==> src/rtl/my_divider_pkg.sv <==
// my_divider_pkg
//   Shared definitions for the restoring divider: the default operand width and
//   the encodings of the three-state control FSM.
package my_divider_pkg;

  // Default operand width (quotient and remainder share it).
  localparam int DEFAULT_WIDTH = 8;

  // FSM encodings, kept as plain 2-bit constants for legacy tools.
  localparam logic [1:0] IDLE = 2'd0;
  localparam logic [1:0] CALC = 2'd1;
  localparam logic [1:0] DONE = 2'd2;

endpackage

==> src/rtl/my_divider_fsubtractor.sv <==
// my_fsubtractor
//   One-bit full subtractor cell used to build the ripple-borrow trial subtract.
//   Ports:
//     A     in  minuend bit
//     B     in  subtrahend bit
//     B_in  in  borrow from the next less significant cell
//     D     out difference bit, A - B - B_in
//     B_out out borrow towards the next more significant cell
module my_fsubtractor (
  input  logic A,
  input  logic B,
  input  logic B_in,
  output logic D,
  output logic B_out
);

  assign D     = A ^ B ^ B_in;
  assign B_out = (~A & B) | (B_in & ~(A ^ B));

endmodule

==> src/rtl/my_divider.sv <==
// my_divider
//   Multi-cycle unsigned restoring divider, one quotient bit per clock.
//   Ports:
//     clk          in   rising-edge clock
//     rst          in   asynchronous reset, active-high
//     start        in   request, sampled only while idle
//     dividend     in   numerator, captured when start is accepted
//     divisor      in   denominator, captured when start is accepted
//     busy         out  high while iterating
//     done         out  one-cycle pulse, results valid from this cycle
//     quotient     out  result, held until replaced by the next result
//     remainder    out  result, held until replaced by the next result
//     div_by_zero  out  set together with done when divisor was zero
import my_divider_pkg::*;

module my_divider #(
  parameter int WIDTH = DEFAULT_WIDTH
) (
  input  logic             clk,
  input  logic             rst,
  input  logic             start,
  input  logic [WIDTH-1:0] dividend,
  input  logic [WIDTH-1:0] divisor,
  output logic             busy,
  output logic             done,
  output logic [WIDTH-1:0] quotient,
  output logic [WIDTH-1:0] remainder,
  output logic             div_by_zero
);

  localparam int CNT_W = (WIDTH > 1) ? $clog2(WIDTH) : 1;

  logic [1:0]       state_q, state_d;
  logic [CNT_W-1:0] count_q, count_d;
  logic [WIDTH-1:0] p_q, p_d;
  logic [WIDTH-1:0] q_q, q_d;
  logic [WIDTH-1:0] divisor_q, divisor_d;
  logic             busy_q, busy_d;
  logic             done_q, done_d;
  logic [WIDTH-1:0] quotient_q, quotient_d;
  logic [WIDTH-1:0] remainder_q, remainder_d;
  logic             dbz_q, dbz_d;

  // Trial subtract: T = {P, Q msb} is WIDTH+1 bits wide, so the shifted
  // partial remainder never loses its top bit even for full-scale operands.
  logic [WIDTH:0]   t_s;
  logic [WIDTH:0]   sub_b_s;
  logic [WIDTH:0]   diff_s;
  logic [WIDTH+1:0] borrow_s;
  logic             restore_s;
  logic [WIDTH-1:0] p_next_s;
  logic [WIDTH-1:0] q_next_s;

  assign t_s         = {p_q, q_q[WIDTH-1]};
  assign sub_b_s     = {1'b0, divisor_q};
  assign borrow_s[0] = 1'b0;

  for (genvar i = 0; i <= WIDTH; i++) begin : g_sub
    my_fsubtractor u_fsub (
      .A     (t_s[i]),
      .B     (sub_b_s[i]),
      .B_in  (borrow_s[i]),
      .D     (diff_s[i]),
      .B_out (borrow_s[i+1])
    );
  end

  // P < divisor is invariant, so a borrow-free difference always fits in WIDTH
  // bits; diff_s[WIDTH] can only be set alongside a borrow and is folded in so
  // the select covers every bit the chain produces.
  assign restore_s = borrow_s[WIDTH+1] | diff_s[WIDTH];
  assign p_next_s  = restore_s ? t_s[WIDTH-1:0] : diff_s[WIDTH-1:0];
  assign q_next_s  = {q_q[WIDTH-2:0], ~restore_s};

  // Next-state, iteration and result-register logic.
  always_comb begin
    state_d     = state_q;
    count_d     = count_q;
    p_d         = p_q;
    q_d         = q_q;
    divisor_d   = divisor_q;
    busy_d      = 1'b0;
    done_d      = 1'b0;
    quotient_d  = quotient_q;
    remainder_d = remainder_q;
    dbz_d       = dbz_q;

    case (state_q)
      IDLE: begin
        if (start) begin
          divisor_d = divisor;
          dbz_d     = 1'b0;
          if (divisor == {WIDTH{1'b0}}) begin
            // Results are loaded on the way into DONE so they are valid
            // in the same cycle as the done pulse.
            state_d     = DONE;
            done_d      = 1'b1;
            quotient_d  = {WIDTH{1'b1}};
            remainder_d = dividend;
            dbz_d       = 1'b1;
          end else begin
            state_d = CALC;
            busy_d  = 1'b1;
            count_d = CNT_W'(WIDTH - 1);
            p_d     = {WIDTH{1'b0}};
            q_d     = dividend;
          end
        end else begin
          state_d = IDLE;
        end
      end

      CALC: begin
        p_d = p_next_s;
        q_d = q_next_s;
        if (count_q == {CNT_W{1'b0}}) begin
          state_d     = DONE;
          done_d      = 1'b1;
          quotient_d  = q_next_s;
          remainder_d = p_next_s;
        end else begin
          count_d = count_q - {{(CNT_W-1){1'b0}}, 1'b1};
          busy_d  = 1'b1;
        end
      end

      DONE: begin
        // start is deliberately ignored here.
        state_d = IDLE;
      end

      default: begin
        state_d = IDLE;
      end
    endcase
  end

  // State and datapath registers with asynchronous reset.
  always_ff @(posedge clk or posedge rst) begin
    if (rst) begin
      state_q     <= IDLE;
      count_q     <= {CNT_W{1'b0}};
      p_q         <= {WIDTH{1'b0}};
      q_q         <= {WIDTH{1'b0}};
      divisor_q   <= {WIDTH{1'b0}};
      busy_q      <= 1'b0;
      done_q      <= 1'b0;
      quotient_q  <= {WIDTH{1'b0}};
      remainder_q <= {WIDTH{1'b0}};
      dbz_q       <= 1'b0;
    end else begin
      state_q     <= state_d;
      count_q     <= count_d;
      p_q         <= p_d;
      q_q         <= q_d;
      divisor_q   <= divisor_d;
      busy_q      <= busy_d;
      done_q      <= done_d;
      quotient_q  <= quotient_d;
      remainder_q <= remainder_d;
      dbz_q       <= dbz_d;
    end
  end

  assign busy        = busy_q;
  assign done        = done_q;
  assign quotient    = quotient_q;
  assign remainder   = remainder_q;
  assign div_by_zero = dbz_q;

endmodule

==> config.mk <==
export PLATFORM = sky130hd
export DESIGN_NAME = my_divider
export DESIGN_NICKNAME = d
export VERILOG_FILES = /design/src/rtl/my_divider_pkg.sv /design/src/rtl/my_divider_fsubtractor.sv /design/src/rtl/my_divider.sv
export SDC_FILE = /design/constraint.sdc
export NUM_CORES = 1
export LEC_CHECK = 0
export BUFFER_PORTS_ARGS = -buffer_cell sky130_fd_sc_hd__buf_2
export CAP_MARGIN = 20
export CORE_MARGIN = 1.5
export CORE_UTILIZATION = 40
export CTS_BUF_LIST = sky130_fd_sc_hd__clkbuf_8
export CTS_CLUSTER_DIAMETER = 60
export DETAILED_ROUTE_END_ITERATION = 16
export PLACE_DENSITY = 0.66
export SYNTH_ARGS = -nofsm -noshare
export SYNTH_HDL_FRONTEND = slang
export SYNTH_SLANG_ARGS = --single-unit
==> constraint.sdc <==
create_clock -name clk -period 3.54 [get_ports clk]
set_input_delay 0 -clock clk [delete_from_list [all_inputs] [get_ports clk]]
set_output_delay 0 -clock clk [all_outputs]
set_load 0.1 [all_outputs]
==> run metrics, run 1 <==
clock network latency to the later pin of the worst-skew pair=0.31 ns; Worst EP arrival=3.89 ns; post-synthesis cell area=2357 µm²; number of distinct library cell variants in the gate-level netlist after synthesis=32; Detailed Routing Iterations Pass 1=4; Final period util=104.1%; actual slew at the worst max-slew pin=0.9794 ns; Initial Utilization=42.03%; vias in the first global route=1,719; final WL=slightly below 5000 µm; result of the run=complete, but fails checks; total core area=5608 µm²; most frequent cell on the critical path=sky130_fd_sc_hd__fa_2; most frequent cells in the layout=sky130_fd_sc_hd__dfrtp_1, sky130_fd_sc_hd__buf_2, sky130_fd_sc_hd__nand2_1; number of warnings printed during yosys synthesis=0; io pins=38; post-synthesis sequential area ratio=50.96%; Final Net Count=299; post-layout worst setup margin=-0.1456 ns; clock tree root driver cell=sky130_fd_sc_hd__clkbuf_8; clock tree from TritonCTS=built; total vias in the final route=1,695; count of cell instances traversed by the critical path=15; post-route DRC violation count=0; CTS clk-pin slew, worst paths=0.09 ns; number of hold violations in the final report=0; ratio of cells with drive above 1 in the final layout=37.41%; setup violators final=11; length in cells of the worst reg-to-reg path=15; CP max stage delay=~0.40 ns; die boundary height=79.77 µm; fin crit period=3.686 ns; instance count of the mapped netlist=approximately 210; number of rows created at floorplan=27; chip width=~80 µm; max-cap check violation count=0; antenna violations before repair=0; remaining number of nets flagged by the antenna check after routing=0; critical path type=reg -> reg; cell with the largest stage delay on the worst path=sky130_fd_sc_hd__dfrtp_1; worst-path maximum fanout=6; Max H-tree Level=2; wire length of the first global-routing pass=about 8000 µm; IO Port Bufs=37; Slew Limit Headroom=34.70%; number of buffers on the longest clock path=2; HPWL after DPL=between 3000 and 4000 µm; setup clock skew after layout=0.009227 ns; number of cells on the worst hold path=3; maximum number of pins on one net before global-route repair=just under 50; number of DRC markers in iteration 0=101; kind of cell with the highest combined delay on the critical path=adder cells; GR Util All Layers=16.88%; setup repair after global routing missed its margin=yes; path class of the lowest-slack min-delay path=in -> reg; Worst Hold Margin=0.005417 ns; commonest non-fill, non-tap cell in the layout=sky130_fd_sc_hd__dfrtp_1; Startpoint Class=flop; die area=6362 µm²; layout overhead on the synthesized area=24.68%; vias per cell=4.956; total nets after synthesis=241; number of max-slew violations in the final report=0; TritonCTS Sinks=48; number of buffers inserted during clock tree synthesis=5; Achievable Freq=271.3 MHz; crit path buf inv count=3; routability congestion estimate=around 0.8; number of diodes=0; violations in the final reports=negative setup slack; wire length per cell=14.19 µm; average size of a mapped cell=roughly 11 µm²; Yosys reg bits=48; CP cell instances=inv_1, ha_2, inv_2, fa_2, fa_2, fa_2, fa_2, inv_2, fa_2, fa_2, fa_2, xnor2_4, mux2i_2, o21ai_1, mux2_4; endpoint class of the critical path=flop; required arrival time at the worst endpoint=roughly 3.7 ns; GRT Residual Overflow=0
[worst min-delay path, cell delays in order]
cell                      delay (ns)
sky130_fd_sc_hd__buf_2          0.10
sky130_fd_sc_hd__nand2_1        0.08
sky130_fd_sc_hd__a31oi_1        0.10
[state kept, by name, indices dropped and copies added (netlist names)]
signal and cells:
quotient 8, divisor_q 8, count_q 3, p_q 8
div_by_zero 1, busy 1, done 1, q_q 8
remainder 8, state_q 2
[cell families (layout without fill, tap and decap cells)]
family          after synthesis  after routing  share of synthesized area, %
fa+ha+maj                    10             10                         7.537
simple gates                 65             65                         13.22
mux                          20             20                         9.660
compound gates               42             42                         12.74
flops                        48             48                         50.96
xor+xnor                      1              1                        0.6902
buf+inv                      26             84                         5.201
[per-stage QoR]
stage | std cells | utilization (%) | instance area [µm²] | setup TNS, ns | setup slack [ns]
after CTS | 339 | 51.52 | 2889 | -0.8342 | -0.1258
after global placement | 317 | 47.12 | 2643 | -0.8339 | -0.1593
final | 342 | 52.41 | 2939 | -0.8976 | -0.1456
after detailed placement | 317 | 47.12 | 2643 | -1.415 | -0.2127
after global routing | 342 | 52.41 | 2939 | -2.995 | -0.2794
after floorplan | 212 | - | 2387 | 0 | 0.02223
[cell type report]
class / count / area (µm²)
Timing Repair Buffer: 62 / 415.4
Clock inverter: 2 / 12.51
Fill cell: 528 / 2669
Sequential cell: 48 / 1201
Multi-Input combinational cell: 138 / 1095
Clock buffer: 5 / 68.82
Tap cell: 72 / 90.09
Inverter: 15 / 56.30
[timing repair]
action,in CTS,in global routing
endpoints found under the setup margin,11,17
buffers inserted,3,2
gates resized for setup,9,7
pin swaps,3,3
hold endpoints to repair,59,0
hold buffers,12,0
[synthesized netlist by cell type, drive strengths merged]
master / instances / area (µm²)
nand2b: 1 / 6.260
a21bo: 4 / 40.04
nand2: 35 / 133.9
o21a: 1 / 7.510
xnor2: 1 / 16.27
clkbuf: 3 / 11.26
inv: 15 / 56.30
nor2b: 2 / 12.51
ha: 3 / 37.54
fa: 7 / 140.1
and2b: 1 / 8.760
dfrtp: 48 / 1201
mux2i: 4 / 40.04
a2bb2oi: 1 / 8.760
nor2: 21 / 78.83
nor4: 2 / 42.54
mux2: 16 / 187.7
a32o: 3 / 30.03
buf: 8 / 55.04
a21oi: 9 / 56.31
a21o: 2 / 17.52
o2bb2ai: 4 / 35.03
o211ai: 4 / 30.03
o21ai: 10 / 50.05
nand3: 2 / 10.01
a31oi: 4 / 25.02
nor3b: 1 / 18.77
[worst paths after layout]
kind / from / end / slack (ns)
worst max-delay path: q_q[7] / remainder[4] / -0.15
worst min-delay path: dividend[6] / remainder[6] / 0.005
worst max register to register: q_q[7] / remainder[4] / -0.15
worst min register to register: remainder[2] / remainder[2] / 0.51
max in group asynchronous: rst / p_q[0] / 2.81
min in group asynchronous: rst / remainder[6] / 0.23
[per-layer routing]
metal | vias up | GRT usage, % | wire, µm
met5 | - | 0 | 0
met4 | 0 | 5.690 | 58
met3 | 5 | 3.429 | 129
met2 | 23 | 30.08 | 2538
met1 | 844 | 20.24 | 2127
li1 | 823 | - | -
Power of run 1 is not shown: default switching activity piles up to over one toggle a cycle in this logic, so the estimate is an artifact.
==> inputs of run 2 (changes only) <==
--- a/config.mk
+++ b/config.mk
@@ -5,14 +5,16 @@
 export SDC_FILE = /design/constraint.sdc
 export NUM_CORES = 1
 export LEC_CHECK = 0
-export BUFFER_PORTS_ARGS = -buffer_cell sky130_fd_sc_hd__buf_2
+export BUFFER_PORTS_ARGS = -buffer_cell sky130_fd_sc_hd__clkbuf_2
 export CAP_MARGIN = 20
+export CELL_PAD_IN_SITES_DETAIL_PLACEMENT = 1
+export CELL_PAD_IN_SITES_GLOBAL_PLACEMENT = 1
 export CORE_MARGIN = 1.5
 export CORE_UTILIZATION = 40
 export CTS_BUF_LIST = sky130_fd_sc_hd__clkbuf_8
 export CTS_CLUSTER_DIAMETER = 60
 export DETAILED_ROUTE_END_ITERATION = 16
-export PLACE_DENSITY = 0.66
+export PLACE_DENSITY = 0.79
 export SYNTH_ARGS = -nofsm -noshare
 export SYNTH_HDL_FRONTEND = slang
 export SYNTH_SLANG_ARGS = --single-unit
==> run 2 against run 1 <==
  * The flow still finishes with violations (negative setup slack)
  * Hold slack better by 0.019 ns
  * Global-route usage up 3.4 points
  * Via count grew 4.7%
  * Final area increased by 2.7%
  * Routed wire length increased by 21%
  * Register-to-register slack worse by 0.15 ns
  * Critical path type unchanged
==> run metrics, run 2 (same netlist as run 1, synthesis figures left out) <==
endpoint class of the critical path=flop (unchanged); most frequent cells in the layout=sky130_fd_sc_hd__dfrtp_1, sky130_fd_sc_hd__clkbuf_2, sky130_fd_sc_hd__nand2_1 (was sky130_fd_sc_hd__dfrtp_1, sky130_fd_sc_hd__buf_2, sky130_fd_sc_hd__nand2_1); Initial Utilization=42.03% (unchanged); Detailed Routing Iterations Pass 1=4 (unchanged); routability congestion estimate=0.7538 (was 0.7989); wire length per cell=16.67 µm (was 14.19 µm); clock network latency to the later pin of the worst-skew pair=0.30 ns (was 0.31 ns); GRT Residual Overflow=0 (unchanged); final WL=5886 µm (was 4853 µm); violations in the final reports=negative setup slack (unchanged); vias per cell=5.025 (was 4.956); number of rows created at floorplan=27 (unchanged); result of the run=complete, but fails checks (unchanged); worst-path maximum fanout=6 (unchanged); IO Port Bufs=37 (unchanged); GR Util All Layers=20.29% (was 16.88%); max-cap check violation count=0 (unchanged); area of the multi-input gates=1084 µm² (was 1095 µm²); number of max-slew violations in the final report=0 (unchanged); total vias in the final route=1,774 (was 1,695); Startpoint Class=flop (unchanged); setup violators final=18 (was 11); antenna violations before repair=0 (unchanged); number of buffers inserted during clock tree synthesis=5 (unchanged); CP max stage delay=0.41 ns (was 0.40 ns); commonest non-fill, non-tap cell in the layout=sky130_fd_sc_hd__dfrtp_1 (unchanged); area occupied by registers=1201 µm² (unchanged); Worst EP arrival=3.99 ns (was 3.89 ns); Final period util=108.3% (was 104.1%); cell with the largest stage delay on the worst path=sky130_fd_sc_hd__dfrtp_1 (unchanged); post-route DRC violation count=0 (unchanged); clock tree from TritonCTS=built (unchanged); number of hold violations in the final report=0 (unchanged); Slew Limit Headroom=36.86% (was 34.70%); clock tree root driver cell=sky130_fd_sc_hd__clkbuf_8 (unchanged); number of DRC markers in iteration 0=80 (was 101); die boundary height=79.77 µm (unchanged); die area=6362 µm² (unchanged); Final Net Count=309 (was 299); remaining number of nets flagged by the antenna check after routing=0 (unchanged); io pins=38 (unchanged); CP cell instances=inv_1, ha_2, inv_2, fa_2, fa_2, fa_2, fa_2, inv_2, fa_2, fa_2, fa_2, xnor2_4, mux2i_2, buf_4, buf_4, buf_4, o2bb2ai_1 (was inv_1, ha_2, inv_2, fa_2, fa_2, fa_2, fa_2, inv_2, fa_2, fa_2, fa_2, xnor2_4, mux2i_2, o21ai_1, mux2_4); slack of the worst reg-to-reg path=-0.29 ns (was -0.15 ns); chip width=79.77 µm (unchanged); total core area=5608 µm² (unchanged); fin crit period=3.832 ns (was 3.686 ns); path class of the lowest-slack min-delay path=in -> reg (unchanged); TritonCTS Sinks=48 (unchanged); maximum number of pins on one net before global-route repair=49 (unchanged); Achievable Freq=260.9 MHz (was 271.3 MHz); layout overhead on the synthesized area=28.08% (was 24.68%); CTS clk-pin slew, worst paths=0.09 ns (about the same); most frequent cell on the critical path=sky130_fd_sc_hd__fa_2 (unchanged); actual slew at the worst max-slew pin=0.9471 ns (was 0.9794 ns); critical path type=reg -> reg (unchanged); count of filler cells inserted in the layout=639 (was 528); setup clock skew after layout=0.005996 ns (was 0.009227 ns); number of buffers on the longest clock path=2 (unchanged); post-layout instance area=3019 µm² (was 2939 µm²); post-layout worst setup margin=-0.2924 ns (was -0.1456 ns); HPWL after DPL=3782 µm (was 3321 µm); required arrival time at the worst endpoint=3.70 ns (was 3.74 ns); ratio of cells with drive above 1 in the final layout=39.15% (was 37.41%); dpl cell area=2665 µm² (was 2643 µm²); vias in the first global route=1,964 (was 1,719); number of diodes=0 (unchanged); Max H-tree Level=2 (unchanged); wire length of the first global-routing pass=9660 µm (was 8066 µm); setup repair after global routing missed its margin=yes (unchanged)
-- run 2: changes by cell type in the layout (fill, tap and decap cells not counted), moves of 2 or more --
cell,before,now
sky130_fd_sc_hd__clkbuf_2,0,37
sky130_fd_sc_hd__o21ai_0,6,9
sky130_fd_sc_hd__buf_2,37,0
sky130_fd_sc_hd__mux2i_1,0,2
sky130_fd_sc_hd__o21ai_1,4,1
sky130_fd_sc_hd__mux2i_2,4,2
sky130_fd_sc_hd__buf_4,12,22
-- run 2: final timing paths --
| check | end | cells past startpoint | start |
|---|---|---|---|
| max | p_q[4] | 17 | q_q[7] |
| min | remainder[7] | 3 | dividend[7] |
| max reg2reg | p_q[4] | 17 | q_q[7] |
| min reg2reg | remainder[2] | 1 | remainder[2] |
| max in group asynchronous | divisor_q[2] | 4 | rst |
| min in group asynchronous | remainder[0] | 3 | rst |
-- run 2: worst max-delay path, delay by kind of cell (launching register included) --
| kind | cells | cell delay (ns) |
|---|---|---|
| adders and majority gates | 8 | 2.22 |
| buffers and inverters | 6 | 0.50 |
| DFF | 1 | 0.41 |
| muxes | 1 | 0.30 |
| xor gates and xnor gates | 1 | 0.20 |
| AOI/OAI and AO/OA | 1 | 0.06 |
-- run 2: layout make-up --
type	instances	share of cell area, %
Inverter	15	1.865
Tap cell	72	2.984
Timing Repair Buffer	72	16.25
Clock inverter	2	0.4973
Multi-Input combinational cell	138	35.89
Clock buffer	6	2.735
Sequential cell	48	39.78
-- run 2: stage by stage --
| stage | hold WS, ns | setup TNS, ns | utilization, % | cells | setup WS (ns) |
|---|---|---|---|---|---|
| 2_1_floorplan | 0.1168 | 0 | - | 212 | 0.02223 |
| 3_3_place_gp | 0.2562 | -0.9666 | 47.52 | 320 | -0.1427 |
| 5_1_grt | 0.03428 | -6.616 | 53.84 | 353 | -0.4523 |
| 3_5_place_dp | 0.2733 | -3.511 | 47.52 | 320 | -0.3685 |
| 4_1_cts | 0.004106 | -2.712 | 52.90 | 349 | -0.2394 |
| 6_report | 0.02413 | -3.671 | 53.84 | 353 | -0.2924 |
-- run 2: repair_timing --
| action | CTS | global route |
|---|---|---|
| hold endpoints to repair | 59 | 0 |
| hold buffers | 12 | 0 |
| buffers inserted | 9 | 3 |
| endpoints found under the setup margin | 17 | 18 |
| resized for setup | 7 | 3 |
| pin swaps | 4 | 2 |
-- run 2: per-layer routing --
layer | vias to the layer above | part of all wire, % | track usage (%) | routed length [µm]
li1 | 842 | - | - | -
met1 | 893 | 44 | 23.97 | 2580
met2 | 31 | 53 | 37.63 | 3099
met3 | 8 | 2.1 | 3.086 | 122
met4 | 0 | 1.4 | 6.207 | 85
met5 | - | 0 | 0 | 0
Power of run 2 is left out for the same reason.
